File: src/rtl/lcd_cmd_sequencer.sv
// HD44780-style 8-bit LCD write sequencer: power-up init ROM, then round-robin
// arbitration between two write requesters with full setup/E-pulse/exec timing.
module lcd_cmd_sequencer #(
  parameter int CNT_W   = 20,
  parameter int T_PWRUP = 750000,
  parameter int T_SETUP = 2,
  parameter int T_EPW   = 12,
  parameter int T_CMD   = 1900,
  parameter int T_LONG  = 76000
) (
  input  logic       clk,
  input  logic       rst,
  input  logic       a_valid,
  input  logic       a_rs,
  input  logic [7:0] a_data,
  output logic       a_ready,
  input  logic       b_valid,
  input  logic       b_rs,
  input  logic [7:0] b_data,
  output logic       b_ready,
  output logic [7:0] lcd_data,
  output logic       lcd_e,
  output logic       lcd_rs,
  output logic       lcd_rw,
  output logic       init_done,
  output logic       busy
);

  typedef enum logic [2:0] {S_PWRUP, S_SETUP, S_EHIGH, S_WAIT, S_IDLE} state_t;
  typedef enum logic {GRANT_A, GRANT_B} grant_t;

  localparam logic [CNT_W-1:0] TC_PWRUP = CNT_W'(T_PWRUP - 1);
  localparam logic [CNT_W-1:0] TC_SETUP = CNT_W'(T_SETUP - 1);
  localparam logic [CNT_W-1:0] TC_EPW   = CNT_W'(T_EPW - 1);
  localparam logic [CNT_W-1:0] TC_CMD   = CNT_W'(T_CMD - 1);
  localparam logic [CNT_W-1:0] TC_LONG  = CNT_W'(T_LONG - 1);

  state_t           state_q, state_d;
  logic [CNT_W-1:0] cnt_q, cnt_d;
  logic [1:0]       idx_q, idx_d;
  logic             init_done_q, init_done_d;
  grant_t           last_grant_q, last_grant_d;
  logic [7:0]       lcd_data_q, lcd_data_d;
  logic             lcd_rs_q, lcd_rs_d;
  logic             lcd_e_q, lcd_e_d;
  logic             busy_q, busy_d;
  logic             long_q, long_d;

  logic             accept_ok, grant_a, grant_b;
  logic             load, load_rs;
  logic [7:0]       load_data;
  logic [CNT_W-1:0] wait_tc;

  function automatic logic [7:0] init_rom(input logic [1:0] i);
    case (i)
      2'd0:    return 8'h38;
      2'd1:    return 8'h0C;
      2'd2:    return 8'h01;
      default: return 8'h06;
    endcase
  endfunction

  always_ff @(posedge clk) begin
    if (rst) begin
      state_q      <= S_PWRUP;
      cnt_q        <= '0;
      idx_q        <= '0;
      init_done_q  <= 1'b0;
      last_grant_q <= GRANT_B;
      lcd_data_q   <= '0;
      lcd_rs_q     <= 1'b0;
      lcd_e_q      <= 1'b0;
      busy_q       <= 1'b1;
      long_q       <= 1'b0;
    end else begin
      state_q      <= state_d;
      cnt_q        <= cnt_d;
      idx_q        <= idx_d;
      init_done_q  <= init_done_d;
      last_grant_q <= last_grant_d;
      lcd_data_q   <= lcd_data_d;
      lcd_rs_q     <= lcd_rs_d;
      lcd_e_q      <= lcd_e_d;
      busy_q       <= busy_d;
      long_q       <= long_d;
    end
  end

  // Ready is only ever offered from IDLE; A wins ties unless it was granted last.
  always_comb begin
    accept_ok = (state_q == S_IDLE) && init_done_q;
    grant_a   = accept_ok && a_valid && (!b_valid || (last_grant_q == GRANT_B));
    grant_b   = accept_ok && b_valid && !grant_a;
  end

  always_comb begin
    state_d      = state_q;
    cnt_d        = cnt_q + 1'b1;
    idx_d        = idx_q;
    init_done_d  = init_done_q;
    last_grant_d = last_grant_q;
    lcd_data_d   = lcd_data_q;
    lcd_rs_d     = lcd_rs_q;
    long_d       = long_q;
    load         = 1'b0;
    load_rs      = 1'b0;
    load_data    = '0;
    wait_tc      = long_q ? TC_LONG : TC_CMD;

    case (state_q)
      S_PWRUP: begin
        if (cnt_q == TC_PWRUP) begin
          load      = 1'b1;
          load_data = init_rom(2'd0);
        end
      end
      S_SETUP: begin
        if (cnt_q == TC_SETUP) begin
          state_d = S_EHIGH;
          cnt_d   = '0;
        end
      end
      S_EHIGH: begin
        if (cnt_q == TC_EPW) begin
          state_d = S_WAIT;
          cnt_d   = '0;
        end
      end
      S_WAIT: begin
        if (cnt_q == wait_tc) begin
          if (!init_done_q && (idx_q != 2'd3)) begin
            idx_d     = idx_q + 2'd1;
            load      = 1'b1;
            load_data = init_rom(idx_q + 2'd1);
          end else begin
            state_d     = S_IDLE;
            cnt_d       = '0;
            init_done_d = 1'b1;
          end
        end
      end
      S_IDLE: begin
        cnt_d = '0;
        if (grant_a) begin
          last_grant_d = GRANT_A;
          load         = 1'b1;
          load_rs      = a_rs;
          load_data    = a_data;
        end else if (grant_b) begin
          last_grant_d = GRANT_B;
          load         = 1'b1;
          load_rs      = b_rs;
          load_data    = b_data;
        end
      end
      default: begin
        state_d = S_PWRUP;
        cnt_d   = '0;
      end
    endcase

    // Clear/home need the long execution wait; data writes never do.
    if (load) begin
      state_d    = S_SETUP;
      cnt_d      = '0;
      lcd_data_d = load_data;
      lcd_rs_d   = load_rs;
      long_d     = !load_rs && ((load_data == 8'h01) || (load_data == 8'h02) ||
                                (load_data == 8'h03));
    end
  end

  always_comb begin
    lcd_e_d = (state_d == S_EHIGH);
    busy_d  = (state_d != S_IDLE);
  end

  assign a_ready   = grant_a;
  assign b_ready   = grant_b;
  assign lcd_data  = lcd_data_q;
  assign lcd_e     = lcd_e_q;
  assign lcd_rs    = lcd_rs_q;
  assign lcd_rw    = 1'b0;
  assign init_done = init_done_q;
  assign busy      = busy_q;

endmodule

File: config.mk
export PLATFORM = sky130hd
export DESIGN_NAME = lcd_cmd_sequencer
export DESIGN_NICKNAME = d
export VERILOG_FILES = /design/src/rtl/lcd_cmd_sequencer.sv
export SDC_FILE = /design/constraint.sdc
export NUM_CORES = 1
export LEC_CHECK = 0
export ABC_AREA = 0
export ABC_CLOCK_PERIOD_IN_PS = 2300
export CORE_AREA = 2 2 66 68
export CTS_BUF_LIST = sky130_fd_sc_hd__clkbuf_2 sky130_fd_sc_hd__clkbuf_4 sky130_fd_sc_hd__clkbuf_8
export DETAILED_ROUTE_END_ITERATION = 10
export DIE_AREA = 0 0 68 70
export GPL_TIMING_DRIVEN = 0
export PLACE_DENSITY = 0.83
export SYNTH_ARGS = -nofsm -noshare
export SYNTH_HDL_FRONTEND = slang
export SYNTH_SLANG_ARGS = --single-unit
File: constraint.sdc
create_clock -name clk -period 2.3 [get_ports clk]
set_input_delay 0.345 -clock clk [delete_from_list [all_inputs] [get_ports clk]]
set_output_delay 0.345 -clock clk [all_outputs]
set_load 0.02 [all_outputs]
# [Yosys cells after proc, flatten, opt, wreduce, memory -nomap -nowiden]
# Index checks and enable logic that the tools add are counted.
[totals] register_bits=39 in_bits=22 output_inout_bits=15 elab_cells=81
[classes] addsub=2 eq_ne=16 n_mux=30 bitwise=1 reduce_logical=22
[ops] operator="$mux W20" n=4
[ops] operator="$pmux W20 S4" n=1
[ops] operator="$pmux W8 S3" n=1
[ops] operator="$add A20 B1 Y20 const B" n=1
[ops] operator="$eq A20 B1 Y1 const B" n=1
[ops] operator="$eq A20 B17 Y1" n=1
[ops] operator="$eq A20 B20 Y1 const B" n=1
[ops] operator="$eq A20 B4 Y1 const B" n=1
[ops] operator="$mux W6" n=3
[ops] operator="$pmux W6 S3" n=1
[ops] operator="$mux W17" n=1
[ops] operator="$eq A8 B2 Y1 const B" n=2
[ops] operator="$mux W8" n=2
[ops] operator="$mux W3" n=5
[ops] operator="$pmux W3 S4" n=1
[ops] operator="$mux W1" n=10
[ops] operator="$eq A3 B2 Y1 const B" n=3
[ops] operator="$eq A8 B1 Y1 const B" n=1
[ops] operator="$logic_and A1 B1 Y1" n=7
[ops] operator="$reduce_and A3 Y1" n=2
[ops] operator="$logic_not A1 Y1" n=4
[ops] operator="$reduce_or A2 Y1" n=2
[ops] operator="$eq A3 B1 Y1 const B" n=1
[ops] operator="$eq A3 B3 Y1 const B" n=1
[ops] operator="other kinds (12)" n=14

# [Logic depth before layout (Yosys ltp)]
[depth] word_depth=13 mapped_depth=9 mapped_depth_nobuf=7

# [Least setup slack after synthesis]
# No wires, ideal clock.
[synth_path] kind="register -> register" startpoint="reg cnt_q[0]" endpoint="reg long_q" setup_time_ns=0.059 t_arrival_ns=1.844 required_time_ns=2.241 setup_slack_ns=0.398 path_stages_with_launch=9 n_path_buf=1 period_less_slack_ns=1.902 cell_sequence="dfxtp_1 > ha_1 > o2111ai_1 > a21o_1 > a2111oi_4 > buf_6 > o21ai_1 > a211oi_1 > a22o_1"
[synth_via] elab_chain_len=7 word_cells_on_any_way=14 classes_between="eq/ne (5); mux (6); reduce/logical (3)"
[synth_rtl] item="from (decl)" line_no="39" rtl="logic [CNT_W-1:0] cnt_q, cnt_d;"
[synth_rtl] item="from (signal assigned)" line_no="77" rtl="cnt_q <= cnt_d;"
[synth_rtl] item="$eq A20 B17 Y1 / $eq A20 B20 Y1 (equally long branches)" line_no="130, 112"
[synth_rtl] item="$mux W6 (on tied branches)" line_no="130, 112"
[synth_rtl] item="$pmux W8 S3" line_no="110" rtl="case (state_q)"
[synth_rtl] item="$eq A8 B1 Y1 / $eq A8 B2 Y1 (equally long branches)" line_no="168" rtl="long_d = !load_rs && ((load_data == 8'h01) || (load_data == 8'h02) ||"
[synth_rtl] item="$logic_or A1 B1 Y1 (2 in series)" line_no="168"
[synth_rtl] item="$logic_and A1 B1 Y1" line_no="168"
[synth_rtl] item="to (signal assigned)" line_no="85" rtl="long_q <= long_d;"
[synth_rtl] item="to (decl)" line_no="47" rtl="logic long_q, long_d;"
# Several ways; a longest one is shown, not always the timed one.
# A chain may end at the register's enable or synchronous reset.

# [Worst setup path after layout]
[layout_path] startpoint="reg cnt_q[9]" endpoint="reg cnt_q[16]"
[layout_via] elab_chain_len=4 word_cells_on_any_way=14 classes_between="add/sub (1); eq/ne (4); mux (8); reduce/logical (1)"
[layout_rtl] item="$add A20 B1 Y20 (tied with other cells)" line_no="98" rtl="cnt_d = cnt_q + 1'b1;"
[layout_rtl] item="$mux W20 (tied with other cells)" line_no="131" rtl="if (!init_done_q && (idx_q != 2'd3)) begin"
[layout_rtl] item="$mux W20 / $pmux W1 S3 (equally long branches)" line_no="130, 110"
[layout_rtl] item="$pmux W20 S4 / $reduce_or A2 Y1 (equally long branches)"
# Several ways; a longest one is shown, not always the timed one.

==> flow_summary.ini <==
[status]
status = finished with violations
violations = negative setup slack

[cells_and_area]
synthToLayoutAreaGrowth_pct = 28.2
n_fill_cell = 356
final_nets = 322
post-route-cell-area_um2 = 2680
drive_gt1_frac = 0.0983
antenna_cells = 0
fin_cells = 347

[logic_synthesis]
synth_area_leader_cell = dfxtp_1
synthCells = 253
ys_seq_elements = 39
synth_area_leaders = dfxtp_1 37%, nor2_1 7.9%, xor2_1 5.0%
syn_nets = 281
synthFlopType = dfxtp_1
seq_area_frac_synth = 0.373
synthArstFlopShare = 0
synth_top_area_share = 0.373
ys_warn_count = 0
syn_avg_cell_area_um2 = 8.27
synth-edff-count = 0
synthesis.area_um2 = 2090
synth.distinct_cells = 52

[worst_setup_path]
path_class = register to register
critPathCaptureType = register
arrival_ns = 2.49
cp_cell_sequence = nor4_1 > nand2b_1 > o41ai_1 > nor2_1 > o21ai_1 > buf_2 > nor2_1
cp-startpoint = cnt_q[9]
reg2reg_from = cnt_q[9]
critical_path.max_fanout = 10
crit_path_max_incr_delay_ns = 0.55
cp_num_buf_inv = 1
startpoint_type = register
required_ns = 2.49
path_common_cell = nor2_1
worst_path_max_delay_cell = nor4_1
crit_family = simple AND/OR/NAND/NOR gates

[clocking]
htreeDepth = 2
cts_root_buf = clkbuf_8
cts_tree = done
clk_pin_slew_worst_paths_ns = 0.08
clkLatencyLatePin_ns = 0.30
clk_path_buf_depth = 2
cts_made_buffers = 5
hold_buffers = 0
cts_sinks = 39

[sta]
max_freq_mhz = 435
setup_viol = 2
fin_crit_sh = 1.00
holdWs_ns = 0.448
skew_ns = 0.00918
maxSlewViolCount = 0
tightest_slew_ns = 0.556
setup_tns_ns = -0.000870
hold_viol_final = 0
period_needed_ns = 2.30
relSlewSlack = 0.626
worst_slack_ns = -0.000691

[place]
hpwl_mm = 3.61
routabilityCongestion = 0.904
dp.cells = 340
io_buffers = 35
dpl_cell_area_um2 = 2510
dp_slack_ns = -0.394

[global_route]
grt_antenna_before_repair = 0
grt_pass1_vias = 1838
grt_max_degree = 13
grtUsageTotal = 0.226
gr-total-overflow = 0
grt_pass1_wl_mm = 8.24

[routing]
totalWireLength_mm = 5.11
dr.pass1.iters = 4
drt-initial-drc-count = 96
wire_per_inst_um = 14.7
vias = 1925
viasPerCell = 5.55
ant_nets = 0
drc = 0

[pwr]
vdd_drop_max_v = 0.000400
power_density_nw_per_um2 = 551
p_leak_nw = 0.938

[die]
ioPinCount = 37
dieArea_um2 = 4760
die_w_um = 68
core_area_um2 = 4140
initial_core_util = 0.505
die_h_um = 70
rows = 24

[min_path]
hold_start = lcd_data[2]
min_path_type = register to register

[job]
maxCapViolCount = 0
## area by class of cell
type | instances | area (um^2) | area share
multi-input cells | 195 | 1260 | 0.469
flip-flops and latches | 39 | 781 | 0.291
repair buffers | 35 | 344 | 0.128
clock buffers | 6 | 76.3 | 0.0285
plain buffers | 12 | 75.1 | 0.0280
well taps | 52 | 65.1 | 0.0243
clock inverters | 2 | 60.1 | 0.0224
inverters | 6 | 22.5 | 0.00840
## synth_stat cells (3+ instances only)
library cell / instances
a21oi_1: 6
a22oi_1: 8
a31oi_1: 3
and3_1: 3
and4_1: 3
buf_2: 5
clkbuf_1: 5
dfxtp_1: 39
ha_1: 6
inv_1: 6
nand2_1: 26
nand2b_1: 3
nand3_1: 8
nand4_1: 4
nor2_1: 44
nor2b_1: 3
nor3_1: 5
nor4_1: 5
o21ai_0: 6
o21ai_1: 8
xnor2_1: 7
xor2_1: 12
## cells by family after synthesis
kind of cell | share of synthesized area
adder cells (fa/ha/maj) | 0.0359
AO/OA/AOI/OAI | 0.185
XOR/XNOR | 0.0795
buffers and inverters | 0.0461
flip-flops | 0.373
other | 0.00179
AND/OR/NAND/NOR | 0.279
## report_power, final
group	total [W]	internal (W)	switching [W]
clock	0.000695	0.000445	0.000249
sequential	0.000683	0.000679	0.00000398
combinational	0.000100	0.0000542	0.0000459
## cell usage in the layout, fill, tap and decap left out, types with 3 or more instances in the layout
cell              n
clkbuf_2          3
dfxtp_1          39
xor2_1           12
a22oi_1           8
and2_1            3
inv_1             6
nand4_1           4
nand2_1          26
clkbuf_8          5
ha_1              6
a21oi_1           6
nor3_1            5
xnor2_1           7
nor2b_1           3
and4_1            3
a31oi_1           3
buf_2             4
nand3_1           8
and3_1            3
clkdlybuf4s50_1  33
nand2b_1          3
nor4_1            4
o21ai_1           8
o21ai_0           6
nor2_1           44
## state kept, by name (all words and copies together), names as in the netlist, 2 cells and up
register	cells
cnt_q	20
lcd_data	8
state_q	3
idx_q	2
## worst register-to-register path, delay by kind of cell, from the launching register on
family,cells,cell delay (ns)
AND/OR/NAND/NOR,4,0.96
AO/OA/AOI/OAI,2,0.62
buffers and inverters,1,0.24
flip-flops,1,0.37
## routing by layer
metal	track usage	wire, um
met4	0.0889	131
met2	0.347	2370
met3	0.0515	281
met1	0.302	2320
met5	0	0
## worst paths after layout
check	end	slack, ns	depth (start not counted)
worst min-delay path	lcd_data[2]	0.45	2
worst min register to register	lcd_data[2]	0.45	2
worst max-delay path	cnt_q[16]	-0.0007	7
worst max register to register	cnt_q[16]	-0.0007	7
## repair_timing
| item | CTS | global route |
|---|---|---|
| setup endpoints to repair | 2 | 34 |
| gates cloned | 0 | 0 |
| pin swaps | 0 | 1 |
| gates resized for setup | 4 | 11 |
| setup buffers | 0 | 0 |
## stage by stage
step                      utilization  total power (W)
after global placement          0.605         0.000794
final                           0.647          0.00148
after global routing            0.647          0.00152
after CTS                       0.637          0.00148
after detailed placement        0.605         0.000795
after floorplan                     -         0.000742
Note: power is estimated with default switching activity, not from simulation.
==> edit 1, RTL diff (config.mk and constraints unchanged) <==
Encoding of `state_t`: now one-hot (5 bits for 5 states).
--- a/src/rtl/lcd_cmd_sequencer.sv
+++ b/src/rtl/lcd_cmd_sequencer.sv
@@ -26,7 +26,7 @@
   output logic       busy
 );
 
-  typedef enum logic [2:0] {S_PWRUP, S_SETUP, S_EHIGH, S_WAIT, S_IDLE} state_t;
+  typedef enum logic [4:0] {S_PWRUP = 5'b00001, S_SETUP = 5'b00010, S_EHIGH = 5'b00100, S_WAIT = 5'b01000, S_IDLE = 5'b10000} state_t;
   typedef enum logic {GRANT_A, GRANT_B} grant_t;
 
   localparam logic [CNT_W-1:0] TC_PWRUP = CNT_W'(T_PWRUP - 1);
Formal check against the unedited RTL: no difference found for any inputs over 10 cycles, from zero or initial values and one cycle with rst high; not proved beyond that.
==> edit 1 against the original RTL <==
- worst hold slack lost 0.12 ns
- cell area up 9.9%
- largest power group is now registers
- setup slack gained 0.13 ns
- count of clock-buffer cells in the layout is the same
- synthesized cell count increased by 12%
- synthesized area rose by 14%
- global-route usage grew 1.4 points
- clock skew rose by 0.0042 ns
- total power shrank 13%
- sequential cell count up 2
- routed wire length up 6.5%
==> edit 1: results <==
group,metric,value,unit
route,vias_per_cell,5.73,
power_and_ir_drop,combinationalPowerShare,7.7,%
place,place_congestion,0.907,
setup_path,cp_max_fo,6,
synth,yosys-top-cells-area,"dfxtp_1 (34%), nor2_1 (7.8%), xor2_1 (4.0%)",
final_layout,drive_gt1_share,16.5,%
final_layout,final-clk-cell-share,2.93,%
run_status,outcome,"completed",
global_route,grt_pass1_vias,1990,
setup_path,worstRegToRegCells,6,
min_path,hold_class,"in2reg",
route,drt_iter0_drc,89,
power_and_ir_drop,power.net_switching,0.000298,W
route,drt-total-wl,5440,µm
route,wl_per_cell,14.3,µm
power_and_ir_drop,leakagePower,1.04,nW
synth,syn_nets,311,
place,dp_hpwl,4010,µm
final_layout,multi_input_area_share,51.1,%
setup_path,cpPeakStageDelay,0.60,ns
setup_path,cp.arrival,2.38,ns
route,wl_met2,2590,µm
place,dp_slack,-0.213,ns
final_layout,multi_input_cells,223,
final_layout,final-seq-area,822,µm²
setup_path,slowest_stage,"or4_4",
setup_path,crit_start,"cnt_q[10]$_SDFF_PP0_",
power_and_ir_drop,clock_power,0.000469,W
global_route,met2_usage,39.2,%
place,placed_cells,368,
clock_network,postCtsResizedCells,5,
route,wl_met3,359,µm
setup_path,r2r_end,"long_q$_SDFFE_PP0P_",
final_layout,final_nets,355,
power_and_ir_drop,peakVddDrop,0.000416,V
final_layout,buffers_excl_clock,50,
global_route,grtUsageTotal,24.0,%
global_route,grt_util_met1,30.5,%
timing,fin_crit,2.17,ns
final_layout,layout.nonclk_buf_share,15.2,%
place,io_buffers,33,
synth,synth_common_cells,"nor2_1 (50), dfxtp_1 (41), nand2_1 (22)",
final_layout,seq_share,27.9,%
place,dpl-instance-area,2790,µm²
global_route,grt_pass1_wl,8810,µm
synth,yosysSeqAreaShare,34.3,%
synth,synth_cell_types,68,
synth,synthCells,283,
## edit 1: worst min-delay path by stage
stage | depth (start not counted) | slack (ns) | end | from
final | 2 | 0.33 | lcd_data[0]$_SDFFE_PP0P_ | rst
after floorplan | 1 | 0.45 | cnt_q[0]$_SDFF_PP0_ | cnt_q[0]$_SDFF_PP0_
after CTS | 2 | 0.33 | lcd_data[0]$_SDFFE_PP0P_ | rst
after global placement | 2 | 0.44 | lcd_data[7]$_SDFFE_PP0P_ | lcd_data[7]$_SDFFE_PP0P_
after detailed placement | 2 | 0.44 | lcd_data[7]$_SDFFE_PP0P_ | lcd_data[7]$_SDFFE_PP0P_
after global routing | 2 | 0.34 | last_grant_q$_SDFFE_PP1P_ | rst
## edit 1: cell families (layout without fill, tap and decap cells)
kind of cell	after synthesis	after routing	share of synthesized area, %
simple gates	142	142	33.5
compound gates	52	52	16.2
flops	41	41	34.3
xor+xnor	21	21	7.68
buf+inv	19	64	4.60
fa+ha+maj	6	6	3.13
other cells	1	1	0.157
mux	1	1	0.418
==> edit 2, RTL diff (config.mk and constraints unchanged) <==
Without the edit above. The parameter `T_LONG` goes from 76000 to 65536.
--- a/src/rtl/lcd_cmd_sequencer.sv
+++ b/src/rtl/lcd_cmd_sequencer.sv
@@ -6,7 +6,7 @@
   parameter int T_SETUP = 2,
   parameter int T_EPW   = 12,
   parameter int T_CMD   = 1900,
-  parameter int T_LONG  = 76000
+  parameter int T_LONG  = 65536
 ) (
   input  logic       clk,
   input  logic       rst,
Formal check against the unedited RTL: no difference found for any inputs over 10 cycles, from zero or initial values and one cycle with rst high; that may be too few to reach the edited logic, so the function may still have changed.
==> edit 2 against the original RTL <==
- the run still ends with negative setup slack left
- sequential share of layout area is 2.1 points lower
- synthesized area fell by 0.90%
- setup slack worse by 0.17 ns
- largest cell class unchanged
- clock power shrank 30%
- cell area increased by 12%
- die area stayed put
- total power is 12% lower
- sequential cell count did not move
- routed wire length up 14%
- largest power group is now registers
==> edit 2: results <==
group,metric,value,unit
place,dpl-instance-area,2510,µm²
setup_path,worstRegToRegCells,6,
final_layout,fillers,294,
route,drt_pass1_iterations,4,
timing,finalWorstSetupSlack,-0.170,ns
route,vias_per_cell,5.81,
run_status,outcome,"complete, but fails checks",
global_route,grtUsageMet3,6.28,%
timing,skew,0.00906,ns
synth,synthAdderAreaFrac,3.62,%
synth,ys_warn_count,0,
clock_network,h-tree-depth,2,
power_and_ir_drop,seq-power,0.000680,W
power_and_ir_drop,peakVddDrop,0.000301,V
place,dp_hpwl,3670,µm
timing,finalSetupViolations,23,
route,wl_met3,424,µm
setup_path,cpPeakStageDelay,0.53,ns
global_route,grt_pass1_vias,1996,
timing,fin_setup_tns,-2.30,ns
synth,synth-xor-area-share,7.60,%
route,wl_met2,2910,µm
global_route,grt_pass1_wl,8880,µm
min_path,whs_endpoint,"lcd_data[3]$_SDFFE_PP0P_",
setup_path,crit_start,"cnt_q[4]$_SDFF_PP0_",
min_path,hold_path.startpoint,"lcd_data[3]$_SDFFE_PP0P_",
power_and_ir_drop,switching_share,23.0,%
global_route,met2_usage,40.7,%
route,drt_iter0_drc,166,
setup_path,r2r_end,"busy$_SDFF_PP1_",
synth,syn_nets,277,
setup_path,cp_max_fo,5,
synth,yosys-top-cells-area,"dfxtp_1 (38%), nor2_1 (8.1%), xnor2_1 (4.2%)",
final_layout,multiInputGateArea,1380,µm²
route,wl_per_cell,16.0,µm
run_status,failed_checks,"negative setup slack",
final_layout,largest-register,"cnt_q",
place,io_buffers,33,
place,placed_cells,334,
place,place_congestion,0.828,
setup_path,slowest_stage,"or4_4",
power_and_ir_drop,comb_power,0.000126,W
global_route,grt_util_met1,27.9,%
setup_path,cp.arrival,2.66,ns
synth,synthCells,249,
global_route,grt_max_degree,13,
final_layout,final_nets,340,
clock_network,clockRootBuffer,"clkbuf_8",
synth,synth_cell_types,52,
timing,tightest_slew,0.563,ns
synth,yosysSeqAreaShare,37.7,%
global_route,grtUsageTotal,24.2,%
synth,synth_common_cells,"nor2_1 (45), dfxtp_1 (39), nand2_1 (19)",
power_and_ir_drop,leakagePower,1.13,nW
route,wl_met1,2340,µm
synth,synth_compound_area_share,14.7,%
final_layout,drive_gt1_share,31.3,%
final_layout,instances_no_fill,365,
clock_network,cts_buffer_depth,2,
==> edit 2: area by class of cell <==
cell class | count | share of cell area, %
multi-input combinational | 191 | 45.9
clock buffer | 7 | 3.00
inverter | 7 | 0.874
sequential | 39 | 27.0
tap | 52 | 2.16
buffer | 10 | 2.87
timing repair buffer | 58 | 18.0
clock inverter | 1 | 0.166
==> edit 2: repair_timing <==
item                                    CTS  global route
pin swaps                                27            13
gates cloned                              2             0
buffers inserted                         14             9
resized for setup                        42            37
endpoints found under the setup margin   36            36
hold endpoints to repair                  0             0
==> edit 2: stage by stage <==
stage          power, W  hold WS, ns  setup slack (ns)
2_1_floorplan  0.000754        0.434            -0.100
3_3_place_gp   0.000800        0.442            -0.275
3_5_place_dp   0.000802        0.446            -0.322
4_1_cts         0.00130        0.444            -0.138
5_1_grt         0.00134        0.476            -0.198
6_report        0.00129        0.455            -0.170
